[src/rtl/mem_arb_pkg.sv]
// Shared types and constants for the byte-serial memory bus arbiter.
package mem_arb_pkg;

  typedef enum logic [2:0] {
    ST_IDLE,
    ST_IF_RD,
    ST_LS_RD,
    ST_LS_WR,
    ST_DONE
  } arb_state_e;

  typedef enum logic {
    OWN_IF,
    OWN_LS
  } owner_e;

  // addr[17:16] value that selects the IO region
  localparam logic [1:0] IO_SEL = 2'b11;

  localparam logic [1:0] SZ_B = 2'd0;
  localparam logic [1:0] SZ_H = 2'd1;
  localparam logic [1:0] SZ_W = 2'd3;

endpackage

[src/rtl/mem_byte_seq.sv]
// Byte sequencer: latches a granted transfer, steps issue/receive counters,
// produces bus addresses and write lanes, and assembles little-endian read words.
module mem_byte_seq
  import mem_arb_pkg::*;
(
  input  logic        clk,
  input  logic        rst_n,
  input  logic        rdy,
  input  logic        start_i,
  input  logic        rd_en_i,
  input  logic        wr_en_i,
  input  logic        stall_i,
  input  logic [31:0] base_i,
  input  logic [1:0]  size_i,
  input  logic [31:0] wdata_i,
  input  logic [7:0]  din_i,
  output logic        issue_ok_o,
  output logic        last_o,
  output logic [31:0] addr_o,
  output logic [7:0]  wr_byte_o,
  output logic [31:0] result_d_o
);

  logic [31:0] base_q, base_d;
  logic [31:0] wdata_q, wdata_d;
  logic [31:0] result_q, result_d;
  logic [1:0]  size_q, size_d;
  logic [2:0]  issue_q, issue_d;
  logic [2:0]  recv_q, recv_d;
  logic [2:0]  size_ext;
  logic        capture;
  logic        wr_fire;

  always_comb begin
    size_ext   = {1'b0, size_q};
    issue_ok_o = (issue_q <= size_ext);
    capture    = rd_en_i && (issue_q > recv_q);
    wr_fire    = wr_en_i && issue_ok_o && !stall_i;
    addr_o     = base_q + {29'd0, issue_q};
    wr_byte_o  = wdata_q[{issue_q[1:0], 3'b000} +: 8];
    result_d_o = result_q;
    if (capture) begin
      result_d_o[{recv_q[1:0], 3'b000} +: 8] = din_i;
    end
    last_o = rd_en_i ? (capture && (recv_q == size_ext))
                     : (wr_fire && (issue_q == size_ext));
  end

  // A pause rewinds issue_cnt to recv_cnt so the in-flight read byte is re-issued
  always_comb begin
    base_d   = base_q;
    size_d   = size_q;
    wdata_d  = wdata_q;
    result_d = result_q;
    issue_d  = issue_q;
    recv_d   = recv_q;
    if (start_i) begin
      base_d   = base_i;
      size_d   = size_i;
      wdata_d  = wdata_i;
      result_d = 32'd0;
      issue_d  = 3'd0;
      recv_d   = 3'd0;
    end else if (!rdy) begin
      issue_d = recv_q;
    end else if (rd_en_i) begin
      if (issue_ok_o) issue_d = issue_q + 3'd1;
      if (capture)    recv_d  = recv_q + 3'd1;
      result_d = result_d_o;
    end else if (wr_fire) begin
      issue_d = issue_q + 3'd1;
      recv_d  = recv_q + 3'd1;
    end
  end

  always_ff @(posedge clk or negedge rst_n) begin
    if (!rst_n) begin
      base_q   <= 32'd0;
      size_q   <= 2'd0;
      wdata_q  <= 32'd0;
      result_q <= 32'd0;
      issue_q  <= 3'd0;
      recv_q   <= 3'd0;
    end else begin
      base_q   <= base_d;
      size_q   <= size_d;
      wdata_q  <= wdata_d;
      result_q <= result_d;
      issue_q  <= issue_d;
      recv_q   <= recv_d;
    end
  end

endmodule

[src/rtl/mem_arbiter.sv]
// Shares the 8-bit RAM/IO bus between instruction fetch and load/store,
// handling arbitration, flush, rdy pauses and UART write back-pressure.
module mem_arbiter
  import mem_arb_pkg::*;
(
  input  logic        clk_in,
  input  logic        rst_n_in,
  input  logic        rdy_in,
  input  logic        if_req_i,
  input  logic [31:0] if_addr_i,
  input  logic        if_flush_i,
  output logic        if_done_o,
  output logic [31:0] if_data_o,
  input  logic        ls_req_i,
  input  logic        ls_wr_i,
  input  logic [1:0]  ls_size_i,
  input  logic [31:0] ls_addr_i,
  input  logic [31:0] ls_wdata_i,
  output logic        ls_done_o,
  output logic [31:0] ls_rdata_o,
  input  logic [7:0]  mem_din,
  output logic [7:0]  mem_dout,
  output logic [31:0] mem_a,
  output logic        mem_wr,
  input  logic        io_buffer_full
);

  arb_state_e  state_q, state_d;
  owner_e      owner_q, owner_d;
  logic [31:0] if_data_q, if_data_d;
  logic [31:0] ls_rdata_q, ls_rdata_d;

  logic        start;
  logic        rd_en;
  logic        wr_en;
  logic        stall;
  logic        issue_ok;
  logic        seq_last;
  logic [31:0] seq_addr;
  logic [7:0]  seq_wr_byte;
  logic [31:0] seq_result_d;
  logic [31:0] grant_addr;
  logic [1:0]  grant_size;

  mem_byte_seq u_seq (
    .clk        (clk_in),
    .rst_n      (rst_n_in),
    .rdy        (rdy_in),
    .start_i    (start),
    .rd_en_i    (rd_en),
    .wr_en_i    (wr_en),
    .stall_i    (stall),
    .base_i     (grant_addr),
    .size_i     (grant_size),
    .wdata_i    (ls_wdata_i),
    .din_i      (mem_din),
    .issue_ok_o (issue_ok),
    .last_o     (seq_last),
    .addr_o     (seq_addr),
    .wr_byte_o  (seq_wr_byte),
    .result_d_o (seq_result_d)
  );

  // Bus outputs are idle-zero; a full UART buffer holds the IO write byte in place
  always_comb begin
    rd_en      = (state_q == ST_IF_RD) || (state_q == ST_LS_RD);
    wr_en      = (state_q == ST_LS_WR);
    stall      = (seq_addr[17:16] == IO_SEL) && io_buffer_full;
    grant_addr = ls_req_i ? ls_addr_i : if_addr_i;
    grant_size = ls_req_i ? ls_size_i : SZ_W;
    mem_a      = ((rd_en || wr_en) && issue_ok) ? seq_addr : 32'd0;
    mem_dout   = (wr_en && issue_ok) ? seq_wr_byte : 8'd0;
    mem_wr     = wr_en && issue_ok && rdy_in && !stall;
    if_done_o  = (state_q == ST_DONE) && (owner_q == OWN_IF) && rdy_in && !if_flush_i;
    ls_done_o  = (state_q == ST_DONE) && (owner_q == OWN_LS) && rdy_in;
    if_data_o  = if_data_q;
    ls_rdata_o = ls_rdata_q;
  end

  always_comb begin
    state_d    = state_q;
    owner_d    = owner_q;
    if_data_d  = if_data_q;
    ls_rdata_d = ls_rdata_q;
    start      = 1'b0;
    if (rdy_in) begin
      unique case (state_q)
        ST_IDLE: begin
          if (ls_req_i) begin
            start   = 1'b1;
            owner_d = OWN_LS;
            state_d = ls_wr_i ? ST_LS_WR : ST_LS_RD;
          end else if (if_req_i && !if_flush_i) begin
            start   = 1'b1;
            owner_d = OWN_IF;
            state_d = ST_IF_RD;
          end
        end
        ST_IF_RD: begin
          if (if_flush_i) begin
            state_d = ST_IDLE;
          end else if (seq_last) begin
            if_data_d = seq_result_d;
            state_d   = ST_DONE;
          end
        end
        ST_LS_RD: begin
          if (seq_last) begin
            ls_rdata_d = seq_result_d;
            state_d    = ST_DONE;
          end
        end
        ST_LS_WR: begin
          if (seq_last) state_d = ST_DONE;
        end
        ST_DONE: state_d = ST_IDLE;
        default: state_d = ST_IDLE;
      endcase
    end
  end

  always_ff @(posedge clk_in or negedge rst_n_in) begin
    if (!rst_n_in) begin
      state_q    <= ST_IDLE;
      owner_q    <= OWN_IF;
      if_data_q  <= 32'd0;
      ls_rdata_q <= 32'd0;
    end else begin
      state_q    <= state_d;
      owner_q    <= owner_d;
      if_data_q  <= if_data_d;
      ls_rdata_q <= ls_rdata_d;
    end
  end

endmodule
[config.mk]
export PLATFORM = sky130hd
export DESIGN_NAME = mem_arbiter
export DESIGN_NICKNAME = d
export VERILOG_FILES = /design/src/rtl/mem_arb_pkg.sv /design/src/rtl/mem_byte_seq.sv /design/src/rtl/mem_arbiter.sv
export SDC_FILE = /design/constraint.sdc
export NUM_CORES = 1
export LEC_CHECK = 0
export ABC_AREA = 1
export BUFFER_PORTS_ARGS = -buffer_cell sky130_fd_sc_hd__buf_2
export CAP_MARGIN = 20
export CORE_MARGIN = 5
export CORE_UTILIZATION = 40
export CTS_CLUSTER_DIAMETER = 200
export DETAILED_ROUTE_END_ITERATION = 10
export GPL_ROUTABILITY_DRIVEN = 0
export GPL_TIMING_DRIVEN = 0
export PLACE_DENSITY_LB_ADDON = 0.12
export SETUP_SLACK_MARGIN = 0.3
export SLEW_MARGIN = 30
export SYNTH_ARGS = -nofsm -noshare
export SYNTH_HDL_FRONTEND = slang
export SYNTH_SLANG_ARGS = --single-unit
[constraint.sdc]
create_clock -name clk_in -period 10 [get_ports clk_in]
set_clock_uncertainty 0.1 [all_clocks]
set_input_delay 3 -clock clk_in [delete_from_list [all_inputs] [get_ports clk_in]]
set_output_delay 3 -clock clk_in [all_outputs]
set_load 0.01 [all_outputs]
---- After elaboration in Yosys (flattened, before gate mapping) ----
Cells that the tools add are included.
operators by class
  add/subtract/negate cells ............... 4
  magnitude comparators ................... 2
  equality and inequality tests ........... 11
  shifts and indexed selects .............. 3
  mux-type cells .......................... 32
  bitwise operators ....................... 2
  reduce and logical (&&, ||, !) cells .... 32
operator list
  kind                                                  number
  2-to-1 mux 32 bit                                     6
  2-to-1 mux 3 bit                                      14
  adder 32 x 3 -> 32 bit                                1
  bitwise mux 32 bit                                    1
  variable shift 8 x 7 -> 32 bit, first input constant  1
  variable part select 32 x 6 -> 8 bit                  1
  variable part select 8 x 7 -> 32 bit                  1
  logical AND 1 bit                                     15
  case mux 3 bit (3 select lines)                       1
  AND reduction 3 bit                                   3
  2-to-1 mux 1 bit                                      8
  2-to-1 mux 8 bit                                      1
  negator 5 -> 7 bit                                    1
  adder 3 x 1 -> 3 bit, second input constant           2
  == test 3 x 2 -> 1 bit                                2
  == test 3 x 2 -> 1 bit, second input constant         2
  != test 3 bit, second input constant                  2
  AND reduction 2 bit                                   3
  nonzero test 2 bit                                    3
  != test 4 x 1 -> 1 bit, second input constant         1
  != test 4 bit, second input constant                  1
  AND reduction 4 bit                                   1
  == test 3 x 1 -> 1 bit, second input constant         1
  == test 3 bit, second input constant                  1
  other kinds (10)                                      13
storage, ports and cells
  flip-flop bits (word level) ............. 172
  input bits .............................. 114
  output and inout port bits .............. 107
  logic and storage cells ................. 96

---- Logic depth before layout (Yosys ltp) ----
Gate-level depths: netlist of the first run.
  depth after elaboration ................. 10
  depth in mapped cells ................... 16
  gate-level depth less buffers ........... 15

---- By module ----
A second synthesis of the first run with hierarchy kept.
unflattened totals
  cell total of the unflattened synthesis .. 1462
  area, all modules ....................... 9915.8 sq um
by module, submodules not included
  module        instances  cells each  area each (sq um)
  mem_byte_seq  1          977         6446.2
  mem_arbiter   1          485         3469.6

---- Worst setup path before layout of the first run ----
Ideal clock, no wire load.
  kind .................................... input-to-output
  start point ............................. input rdy_in
  end point ............................... output if_done_o
  arrival time ............................ 3.963 ns
  required time ........................... 6.900 ns
  path slack .............................. 2.937 ns
  cell stages on the path ................. 4
  cells stage by stage .................... clkbuf_1 clkbuf_1 nand3_1 nor3_1
on the way
  word-level cells in the longest chain between the ends .. 2
ends and longest elaborated chain
  what                            line               text
  start, declared                 mem_arbiter.sv:8   input logic rdy_in,
  logical AND 1 bit (2 in a row)  mem_arbiter.sv:74  if_done_o = (state_q == ST_DONE) && (owner_q == OWN_IF) && rdy_in && !if_flush_i;
  end, declared                   mem_arbiter.sv:12  output logic if_done_o,
No other way between the ends.

---- Worst setup path after layout of the first run ----
Same ends and word-level chain as after synthesis.

==> metrics.cfg, run 1 <==
[outcome]
status = finished, final reports clean

[min_path]
worstHoldStart = u_seq.wdata_q[11]
whs_path_depth = 2
min_path_type = reg -> reg
whs_endpoint = u_seq.wdata_q[11]

[timing]
finalSetupTns_ps = 0
rsz0062_at_grt = false
max_slew.worst_pin.slew_ps = 910.8
slew_headroom = 0.3906
max_clock_freq_mhz = 128.2
post-route-period-util = 0.7800
period_needed_ps = 7800
final-setup-viol-count = 0
hold_violations = 0
slew_violations = 0

[critical_path]
crit_path_top_delay_cell = clkbuf_1
endpoint_kind = output port
cp_data_required_time_ps = 6900
rrSetupSlack_ps = 6430
cp_cell_sequence = clkbuf_1, clkbuf_1, nand3_1, nor3_1, buf_2
crit_fanout = 10
cp_top_family = buffers and inverters
rr_startpoint = u_seq.issue_q[0]
critPathKind = in -> out
crit_cells = 5
timing.rr.end = ls_rdata_o[19]
critPathArrivalTime_ps = 4700
slowest_delay_ps = 580
cpMostUsedCell = clkbuf_1
crit_buf_inv = 3
ff2ff_path_depth = 14
cp-start-kind = primary input

[floorplanning]
rows = 55
die_h_um = 161.6
pin_count = 221
coreArea_sq_mm = 0.02264
die-area_sq_mm = 0.02611
die_width_um = 161.6
start_util = 0.4060

[power_and_ir_drop]
intPower_w = 0.001923
p_clk_frac = 0.207
design_power_total_w = 0.003479
p_leak_nw = 6.037
netSwitchingFraction = 0.4473
p_seq_frac = 0.335
cellPowerDensity_mw_per_mm2 = 306.7
switchingPower_w = 0.001556
vdd_drop_max_mv = 0.1524
combPwrFrac = 0.458

[clock_network]
clock-sinks = 172
cts_resized = 0
post_cts_buffers = 0
htreeDepth = 4
root_buffer = clkbuf_16
path_clk_slew_ps = 70
cts.path.max_buffers = 2
clock_latency_ps = 440
cts_hold_buf = 0
cts_buffers = 17
cts_tree = yes

[synth]
synth-async-reset-ratio = 1.000
ys_seq_area_frac = 0.4682
synth-seq-cells = 172
syn_nets = 1367
ys_types = 37
syn_inst = 1237
syn_area_sq_mm = 0.009193
syn_avg_cell_area_sq_um = 7.431
synth_edf_count = 0
yosys_warnings = 0
synth_flop_cell = dfrtp_1

[layout]
fin_nets = 1606
syn_to_final_growth_pct = 23.38
multi_input_area_sq_mm = 0.004294
drive_gt1_frac = 0.2001
regArea_sq_mm = 0.004304
final_util = 0.5010
nFillCells = 2330

[drt]
drc = 0
via_per_inst = 5.097
num_vias = 9057
ant_nets = 0
routed_wl_mm = 28.38
route.detailed.wl_per_inst_um = 15.97
drt_pass1_iterations = 7
first_iter_violations = 512

[global_routing]
track_usage = 0.2190
grt_max_degree = 67
grt_overflow_total = 0
grt_pass1_wl_mm = 46.19
grt_pass1_vias = 8950
grt_antenna_before_repair = 3

[place]
place_hpwl_mm = 21.58
portBuffers = 218

[run]
cap_violations = 0

-- state kept, by name, summed over array words and instances, names as in the netlist --
register        count
owner_q             1
u_seq.base_q       32
u_seq.issue_q       3
if_data_o          32
u_seq.result_q     32
u_seq.wdata_q      32
u_seq.recv_q        3
ls_rdata_o         32
state_q             3
u_seq.size_q        2
-- per-layer routing --
metal,global-route usage,wire [um],up-vias
li1,-,-,4552
met1,0.2877,12750,4192
met2,0.3670,13350,278
met3,0.04312,1723,35
met4,0.06747,561,0
met5,0,0,-
-- cells in the mapped netlist (all sizes together), types with 15 or more instances --
cell type	instances	area, sq um
a21oi	32	160.2
dfrtp	172	4304
buf	24	185.2
clkbuf	46	172.7
ha	15	187.7
nand3	68	367.9
nor3	16	80.08
nand4	69	431.7
nand2	481	1826
o21ai	70	350.3
nor2	121	474.2
a31oi	35	219.0
inv	61	229.0
-- cell families after synthesis --
| group | count (synthesis) | synth area share |
|---|---|---|
| adders and majority gates | 16 | 0.02259 |
| xor gates and xnor gates | 4 | 0.003812 |
| buffers and inverters | 133 | 0.06465 |
| and+or+nand+nor | 763 | 0.3518 |
| AOI/OAI and AO/OA | 149 | 0.08888 |
| DFF | 172 | 0.4682 |
-- worst max path at each step --
stage,startpoint,to
after floorplan,rdy_in,if_done_o
after global placement,rdy_in,if_done_o
after detailed placement,rdy_in,if_done_o
after CTS,rdy_in,if_done_o
after global routing,rdy_in,if_done_o
final,rdy_in,if_done_o
-- metrics by stage --
stage / cells / instance area, sq um / hold slack (ps) / setup slack, ps
after floorplan: 1237 / 9193 / 336.6 / 2937
after global placement: 1740 / 10640 / 348.1 / 2220
after detailed placement: 1742 / 10710 / 353.1 / 2192
after CTS: 1774 / 11330 / 371.4 / 2183
after global routing: 1777 / 11340 / 387.1 / 2067
final: 1777 / 11340 / 366.1 / 2200
-- cells in the final DEF, fill, tap and decap left out, types with 6 or more instances in the layout --
master / count
nand2_1: 475
buf_2: 235
dfrtp_1: 172
nor2_1: 117
nand4_1: 69
nand3_1: 64
o21ai_0: 61
inv_1: 55
clkbuf_1: 46
a31oi_1: 35
a21oi_1: 32
clkbuf_16: 17
nor3_1: 16
ha_1: 15
o21ai_1: 9
inv_2: 6
buf_8: 6
-- power groups by stage --
stage          registers, W  clock network, W  logic [W]
4_1_cts             0.00117          0.000730    0.00160
2_1_floorplan       0.00117                 0    0.00102
3_3_place_gp        0.00117                 0    0.00158
6_report            0.00117          0.000720    0.00159
5_1_grt             0.00120          0.000761    0.00180
3_5_place_dp        0.00118                 0    0.00160
-- final cells by class --
class                      instances  area share
inverter                          63     0.02085
timing repair buffer             220      0.1019
buffer                            70     0.03155
multi-input combinational        932      0.3786
clock inverter                    15     0.01798
antenna                            3   0.0006619
tap                              285     0.03144
clock buffer                      17     0.03751
sequential                       172      0.3795
-- tightest hold or removal path, stage by stage, from the launching register on --
cell and delay [ps]:
dfrtp_1 340, nand2_1 50, nand2_1 50
No activity file was read; power rests on OpenSTA's default activity.
==> inputs of run 2 (changes only) <==
ABC_AREA = 0   (was 1)
clock period = 6.9 ns   (was 10 ns; I/O delays follow)
==> metrics.cfg, run 2 <==
[layout]
fin_nets = 1230  ; was 1606
diodes = 0  ; was 3
syn_to_final_growth_pct = 23.55  ; was 23.38%
mostFrequentLayoutCell = nand2_1  ; unchanged
layout_common_cells = nand2_1 (218), buf_2 (210), dfrtp_1 (172), o21ai_0 (77), nor2_1 (47)  ; was nand2_1 (475), buf_2 (235), dfrtp_1 (172), nor2_1 (117), nand4_1 (69)
fin_cells = 1392  ; was 1777
drive_gt1_frac = 0.3040  ; was 0.2001

[power_and_ir_drop]
vdd_drop_max_mv = 0.1649  ; was 0.1524 mV
design_power_total_w = 0.003650  ; was 0.003479 W
cellPowerDensity_mw_per_mm2 = 337.1  ; was 306.7 mW/mm^2
p_leak_nw = 5.578  ; was 6.037 nW

[timing]
max_slew.worst_pin.slew_ps = 899.3  ; was 910.8 ps
post-route-period-util = 0.8216
slew_headroom = 0.3958  ; was 0.3906
final-setup-viol-count = 0  ; unchanged
fin_hold_ws_ps = 373.2  ; was 366.1 ps
finalSetupTns_ps = 0  ; unchanged
max_clock_freq_mhz = 176.4
rsz0062_at_grt = false  ; unchanged
hold_violations = 0  ; unchanged
slew_violations = 0  ; unchanged
period_needed_ps = 5669

[global_routing]
grt_pass1_vias = 6921  ; was 8950
grt_overflow_total = 0  ; unchanged
track_usage = 0.1893  ; was 0.2190
grt_pass1_wl_mm = 37.22  ; was 46.19 mm
grt_antenna_before_repair = 0  ; was 3
grt_max_degree = 62  ; was 67

[clock_network]
cts_hold_buf = 0  ; unchanged
post_cts_buffers = 0  ; unchanged
cts.path.max_buffers = 2  ; unchanged
clock_latency_ps = 420  ; was 440 ps
root_buffer = clkbuf_16  ; unchanged
htreeDepth = 4  ; unchanged
path_clk_slew_ps = 70  ; about the same
clock-sinks = 172  ; unchanged
cts_tree = yes  ; unchanged
cts_resized = 0  ; unchanged
cts_buffers = 17  ; unchanged

[synth]
synthTopCellsByArea = dfrtp_1 (49%), nand2_1 (9.3%), mux2_4 (5.1%)  ; was dfrtp_1 (47%), nand2_1 (19%), nor2_1 (4.8%)
synth-async-reset-ratio = 1.000  ; unchanged
synth-seq-cells = 172  ; unchanged
synth_most_common_cell = nand2_1  ; unchanged
synth_top_cell_area_share = 0.4911  ; was 0.4682
synth.largest_area_cell = dfrtp_1  ; unchanged
syn_inst = 868  ; was 1237
syn_area_sq_mm = 0.008765  ; was 0.009193 sq mm
synth_edf_count = 0  ; unchanged
yosys_warnings = 0  ; unchanged
syn_avg_cell_area_sq_um = 10.10  ; was 7.431 sq um
ys_seq_area_frac = 0.4911  ; was 0.4682
ys_types = 51  ; was 37
syn_nets = 998  ; was 1367
yosys-top-cells-count = nand2_1 (218), dfrtp_1 (172), o21ai_0 (77)  ; was nand2_1 (475), dfrtp_1 (172), nor2_1 (117)
synth_flop_cell = dfrtp_1  ; unchanged

[drt]
via_per_inst = 5.068  ; was 5.097
drc = 0  ; unchanged
route.met2.wl_mm = 10.78  ; was 13.35 mm
first_iter_violations = 356  ; was 512
wl_met1_mm = 11.24  ; was 12.75 mm
route.detailed.wl_per_inst_um = 16.96  ; was 15.97 um
top_layer = met4  ; unchanged
num_vias = 7054  ; was 9057
drt_pass1_iterations = 5  ; was 7
routed-wl-met3_mm = 1.310  ; was 1.723 mm
ant_nets = 0  ; unchanged
routed_wl_mm = 23.61  ; was 28.38 mm

[critical_path]
critPathKind = reg -> out  ; was in -> out
crit_fanout = 10  ; unchanged
critPathArrivalTime_ps = 3500  ; was 4700 ps
cp_data_required_time_ps = 4730  ; was 6900 ps
endpoint_kind = output port  ; unchanged
cp-start-kind = flop  ; was primary input

[floorplanning]
die_h_um = 158.0  ; was 161.6 um
die-area_sq_mm = 0.02497  ; was 0.02611 sq mm
pin_count = 221  ; unchanged
die_width_um = 158.0  ; was 161.6 um
rows = 54  ; was 55
coreArea_sq_mm = 0.02169  ; was 0.02264 sq mm
start_util = 0.4041  ; was 0.4060

[place]
place_hpwl_mm = 17.69  ; was 21.58 mm
placed_cells = 1361  ; was 1742
portBuffers = 211  ; was 218

[outcome]
status = finished, final reports clean  ; unchanged

[run]
cap_violations = 0  ; unchanged

[min_path]
min_path_type = reg -> reg  ; unchanged

==> run 2: changes by cell type in the layout (fill, tap and decap cells not counted), moves of 33 or more <==
| cell | before | now |
|---|---|---|
| inv_1 | 55 | 20 |
| nor2_1 | 117 | 47 |
| mux2_2 | 0 | 34 |
| nand3_1 | 64 | 12 |
| mux2i_1 | 0 | 33 |
| a22o_1 | 0 | 33 |
| nand4_1 | 69 | 5 |
| a31oi_1 | 35 | 0 |
| nand2_1 | 475 | 218 |
==> run 2: final cells by class <==
type / count / area, sq um
buffer: 48 / 214.0
clock buffer: 19 / 442.9
clock inverter: 12 / 125.1
fill: 2096 / 10860
inverter: 20 / 75.07
multi-input combinational: 628 / 4197
sequential: 172 / 4304
tap: 280 / 350.3
timing repair buffer: 213 / 1121
==> run 2: critical path, cell delays in order, from the launching register on <==
cell	delay [ps]
dfrtp_1	400
clkbuf_1	610
inv_1	210
ha_1	340
nand2_1	60
o21ai_0	130
nand2_1	110
or2_2	300
clkbuf_1	190
clkbuf_1	280
a21oi_1	250
buf_2	180
==> run 2: cell families (layout without fill, tap and decap cells) <==
kind of cell,after synthesis,after routing,share of synthesized area
and+or+nand+nor,338,338,0.1682
xor gates and xnor gates,25,25,0.02498
AOI/OAI and AO/OA,143,143,0.1045
DFF,172,172,0.4911
muxes,106,106,0.1546
buffers and inverters,68,312,0.03298
adders and majority gates,16,16,0.02370
==> run 2: where the power goes <==
group	switching [W]	internal (W)
combinational	0.000745	0.000522
clock	0.000427	0.000517
sequential	0.000196	0.00124
==> run 2: worst paths after layout <==
kind                                    from                 to  slack [ps]  cells after the start
setup / recovery            u_seq.issue_q[0]          mem_a[23]        1230                     11
hold / removal             u_seq.wdata_q[19]  u_seq.wdata_q[19]         370                      2
setup reg to reg            u_seq.issue_q[0]      if_data_o[23]        2990                     11
hold reg to reg            u_seq.wdata_q[19]  u_seq.wdata_q[19]         370                      2
max in group asynchronous           rst_n_in      if_data_o[22]        4600                      2
min in group asynchronous           rst_n_in  u_seq.wdata_q[12]        1440                      1
==> run 2: through the flow <==
stage,instance area [sq um],utilization,setup slack [ps]
floorplan,8765,-,2306
global placement,10170,0.4690,735.7
detailed placement,10250,0.4727,1665
CTS,10820,0.4988,1196
global route,10830,0.4993,948.9
finish,10830,0.4993,1231
==> run 2: per-layer routing <==
layer | up-vias | GRT usage
met5 | - | 0
met3 | 20 | 0.03308
met2 | 166 | 0.2931
met1 | 3420 | 0.2783
met4 | 0 | 0.04549
li1 | 3448 | -
==> inputs of run 3 (changes only) <==
ABC_AREA = 1   (was 0)
clock period = 5.22 ns   (was 6.9 ns; I/O delays follow)
==> metrics.cfg, run 3 (synthesized netlist as in run 1, its figures left out) <==
[min_path]
whs_path_depth = 2  ; unchanged
min_path_type = reg -> reg  ; unchanged

[timing]
final-setup-viol-count = 0  ; unchanged
fin_hold_ws_ps = 366.0  ; was 373.2 ps
post-route-period-util = 0.9078
setup_ws_ps = 481.5  ; was 1231 ps
slew_violations = 0  ; unchanged
max_slew.worst_pin.slew_ps = 897.4  ; was 899.3 ps
max_clock_freq_mhz = 211.0
slew_headroom = 0.3995  ; was 0.3958
hold_violations = 0  ; unchanged
period_needed_ps = 4738
rsz0062_at_grt = false  ; unchanged

[power_and_ir_drop]
p_leak_nw = 6.070  ; was 5.578 nW
vdd_drop_max_mv = 0.2938  ; was 0.1649 mV
cellPowerDensity_mw_per_mm2 = 590.7  ; was 337.1 mW/mm^2

[layout]
fin_nets = 1610  ; was 1230
postLayoutCellArea_sq_mm = 0.01141  ; was 0.01083 sq mm
mostFrequentLayoutCell = nand2_1  ; unchanged
regArea_sq_mm = 0.004304  ; unchanged
drive_gt1_frac = 0.2090  ; was 0.3040
syn_to_final_growth_pct = 24.17  ; was 23.55%
layout_common_cells = nand2_1 (475), buf_2 (235), dfrtp_1 (172), nor2_1 (116), nand4_1 (69)  ; was nand2_1 (218), buf_2 (210), dfrtp_1 (172), o21ai_0 (77), nor2_1 (47)
multi_input_area_sq_mm = 0.004318  ; was 0.004197 sq mm
nFillCells = 2328  ; was 2096

[critical_path]
endpoint_kind = output port  ; unchanged
cpMostUsedCell = clkbuf_4  ; was clkbuf_1
crit_fanout = 11  ; was 10
slowest_delay_ps = 410  ; was 610 ps
cp-start-kind = flop  ; unchanged
cp_data_required_time_ps = 3550  ; was 4730 ps
ff2ff_path_depth = 11  ; unchanged
cp_top_family = buffers and inverters  ; unchanged
cp_cell_sequence = clkbuf_4, clkinvlp_4, clkbuf_4, ha_1, nand3_1, o31ai_1, inv_1, a21oi_4, clkinv_4, clkbuf_1, nor3_1, buf_2  ; was clkbuf_1, inv_1, ha_1, nand2_1, o21ai_0, nand2_1, or2_2, clkbuf_1, clkbuf_1, a21oi_1, buf_2
crit_path_top_delay_cell = dfrtp_1  ; was clkbuf_1
critPathKind = reg -> out  ; unchanged
rrSetupSlack_ps = 1810  ; was 2990 ps
crit_cells = 12  ; was 11
crit_buf_inv = 7  ; was 5
critPathArrivalTime_ps = 3070  ; was 3500 ps

[clock_network]
htreeDepth = 4  ; unchanged
root_buffer = clkbuf_16  ; unchanged
path_clk_slew_ps = 70  ; about the same
cts_tree = yes  ; unchanged
clock-sinks = 172  ; unchanged
cts.path.max_buffers = 2  ; unchanged
cts_hold_buf = 0  ; unchanged
clock_latency_ps = 440  ; was 420 ps
cts_buffers = 17  ; unchanged

[run]
cap_violations = 0  ; unchanged

[floorplanning]
pin_count = 221  ; unchanged
die_h_um = 161.6  ; was 158.0 um
die-area_sq_mm = 0.02611  ; was 0.02497 sq mm
die_width_um = 161.6  ; was 158.0 um
rows = 55  ; was 54
start_util = 0.4060  ; was 0.4041
coreArea_sq_mm = 0.02264  ; was 0.02169 sq mm

[place]
placed_cell_area_sq_mm = 0.01071  ; was 0.01025 sq mm
place_hpwl_mm = 21.58  ; was 17.69 mm
post-place-ws_ps = -194.4  ; was 1665 ps
portBuffers = 218  ; was 211

[global_routing]
grt_pass1_wl_mm = 46.16  ; was 37.22 mm
grt_antenna_before_repair = 3  ; was 0
track_usage = 0.2189  ; was 0.1893
grt_overflow_total = 0  ; unchanged
grt_pass1_vias = 8944  ; was 6921
grt_max_degree = 67  ; was 62

[drt]
route.detailed.wl_per_inst_um = 15.99  ; was 16.96 um
drt_pass1_iterations = 5  ; unchanged
ant_nets = 0  ; unchanged
routed_wl_mm = 28.48  ; was 23.61 mm
first_iter_violations = 472  ; was 356
via_per_inst = 5.079  ; was 5.068
drc = 0  ; unchanged
num_vias = 9046  ; was 7054

[outcome]
status = finished, final reports clean  ; unchanged

==> run 3: cell count changes in the layout (fill, tap and decap cells not counted), moves of 16 or more <==
cell,previous run,this run
mux2i_1,33,0
nor2_1,47,116
inv_1,20,54
mux2_2,34,0
a31oi_1,0,35
o21ai_0,77,61
mux2_4,30,0
nand4_1,5,69
nand2_1,218,475
nand3_1,12,64
a22o_1,33,0
buf_2,210,235
==> run 3: layout make-up <==
type	instances	share of cell area
clock inverters	15	0.01787
inverters	63	0.02148
multi-input cells	932	0.3783
flip-flops and latches	172	0.3771
repair buffers	224	0.1039
clock buffers	17	0.03727
well taps	285	0.03124
diodes	3	0.0006577
plain buffers	70	0.03223
==> run 3: worst reg2reg max path, delay by kind of cell, from the launching register on <==
kind / cells / cell delay (ps)
adder cells (fa/ha/maj): 1 / 290
flip-flops: 1 / 440
AO/OA/AOI/OAI: 1 / 520
buffers and inverters: 5 / 1290
AND/OR/NAND/NOR: 4 / 710
==> run 3: report_power, final <==
part / switching (W) / leakage, nW / internal, W
Sequential: 0.000388 / 2.21 / 0.00185
Clock: 0.000605 / 0.304 / 0.000774
Combinational: 0.00202 / 3.56 / 0.00111
==> run 3: routing by layer <==
| layer | wire length, um | vias to the layer above | GRT usage | part of all wire |
|---|---|---|---|---|
| met5 | 0 | - | 0 | 0 |
| met4 | 538 | 0 | 0.06747 | 0.019 |
| met3 | 1743 | 36 | 0.04312 | 0.061 |
| met2 | 13450 | 281 | 0.3670 | 0.47 |
| met1 | 12750 | 4162 | 0.2875 | 0.45 |
| li1 | - | 4567 | - | - |
==> run 3: stage by stage <==
step / std cells / setup TNS (ps) / total power, W / utilization
floorplan: 1237 / 0 / 0.004196 / -
global placement: 1740 / -68520 / 0.005268 / 0.4700
detailed placement: 1742 / -1053 / 0.005313 / 0.4728
CTS: 1774 / 0 / 0.006736 / 0.5019
global route: 1781 / 0 / 0.007283 / 0.5042
finish: 1781 / 0 / 0.006743 / 0.5042
==> run 3: path summary, 6_finish.rpt <==
| check | from | end |
|---|---|---|
| setup / recovery | u_seq.issue_q[0] | mem_a[8] |
| hold / removal | if_data_o[0] | if_data_o[0] |
| setup reg to reg | u_seq.recv_q[0] | ls_rdata_o[19] |
| hold reg to reg | if_data_o[0] | if_data_o[0] |
| max in group asynchronous | rst_n_in | u_seq.issue_q[0] |
| min in group asynchronous | rst_n_in | ls_rdata_o[0] |
==> run 3: what timing repair did <==
item,4_1_cts,5_1_grt
setup endpoints to repair,42,27
resized for setup,10,5
hold endpoints to repair,0,0
buffers inserted,0,4
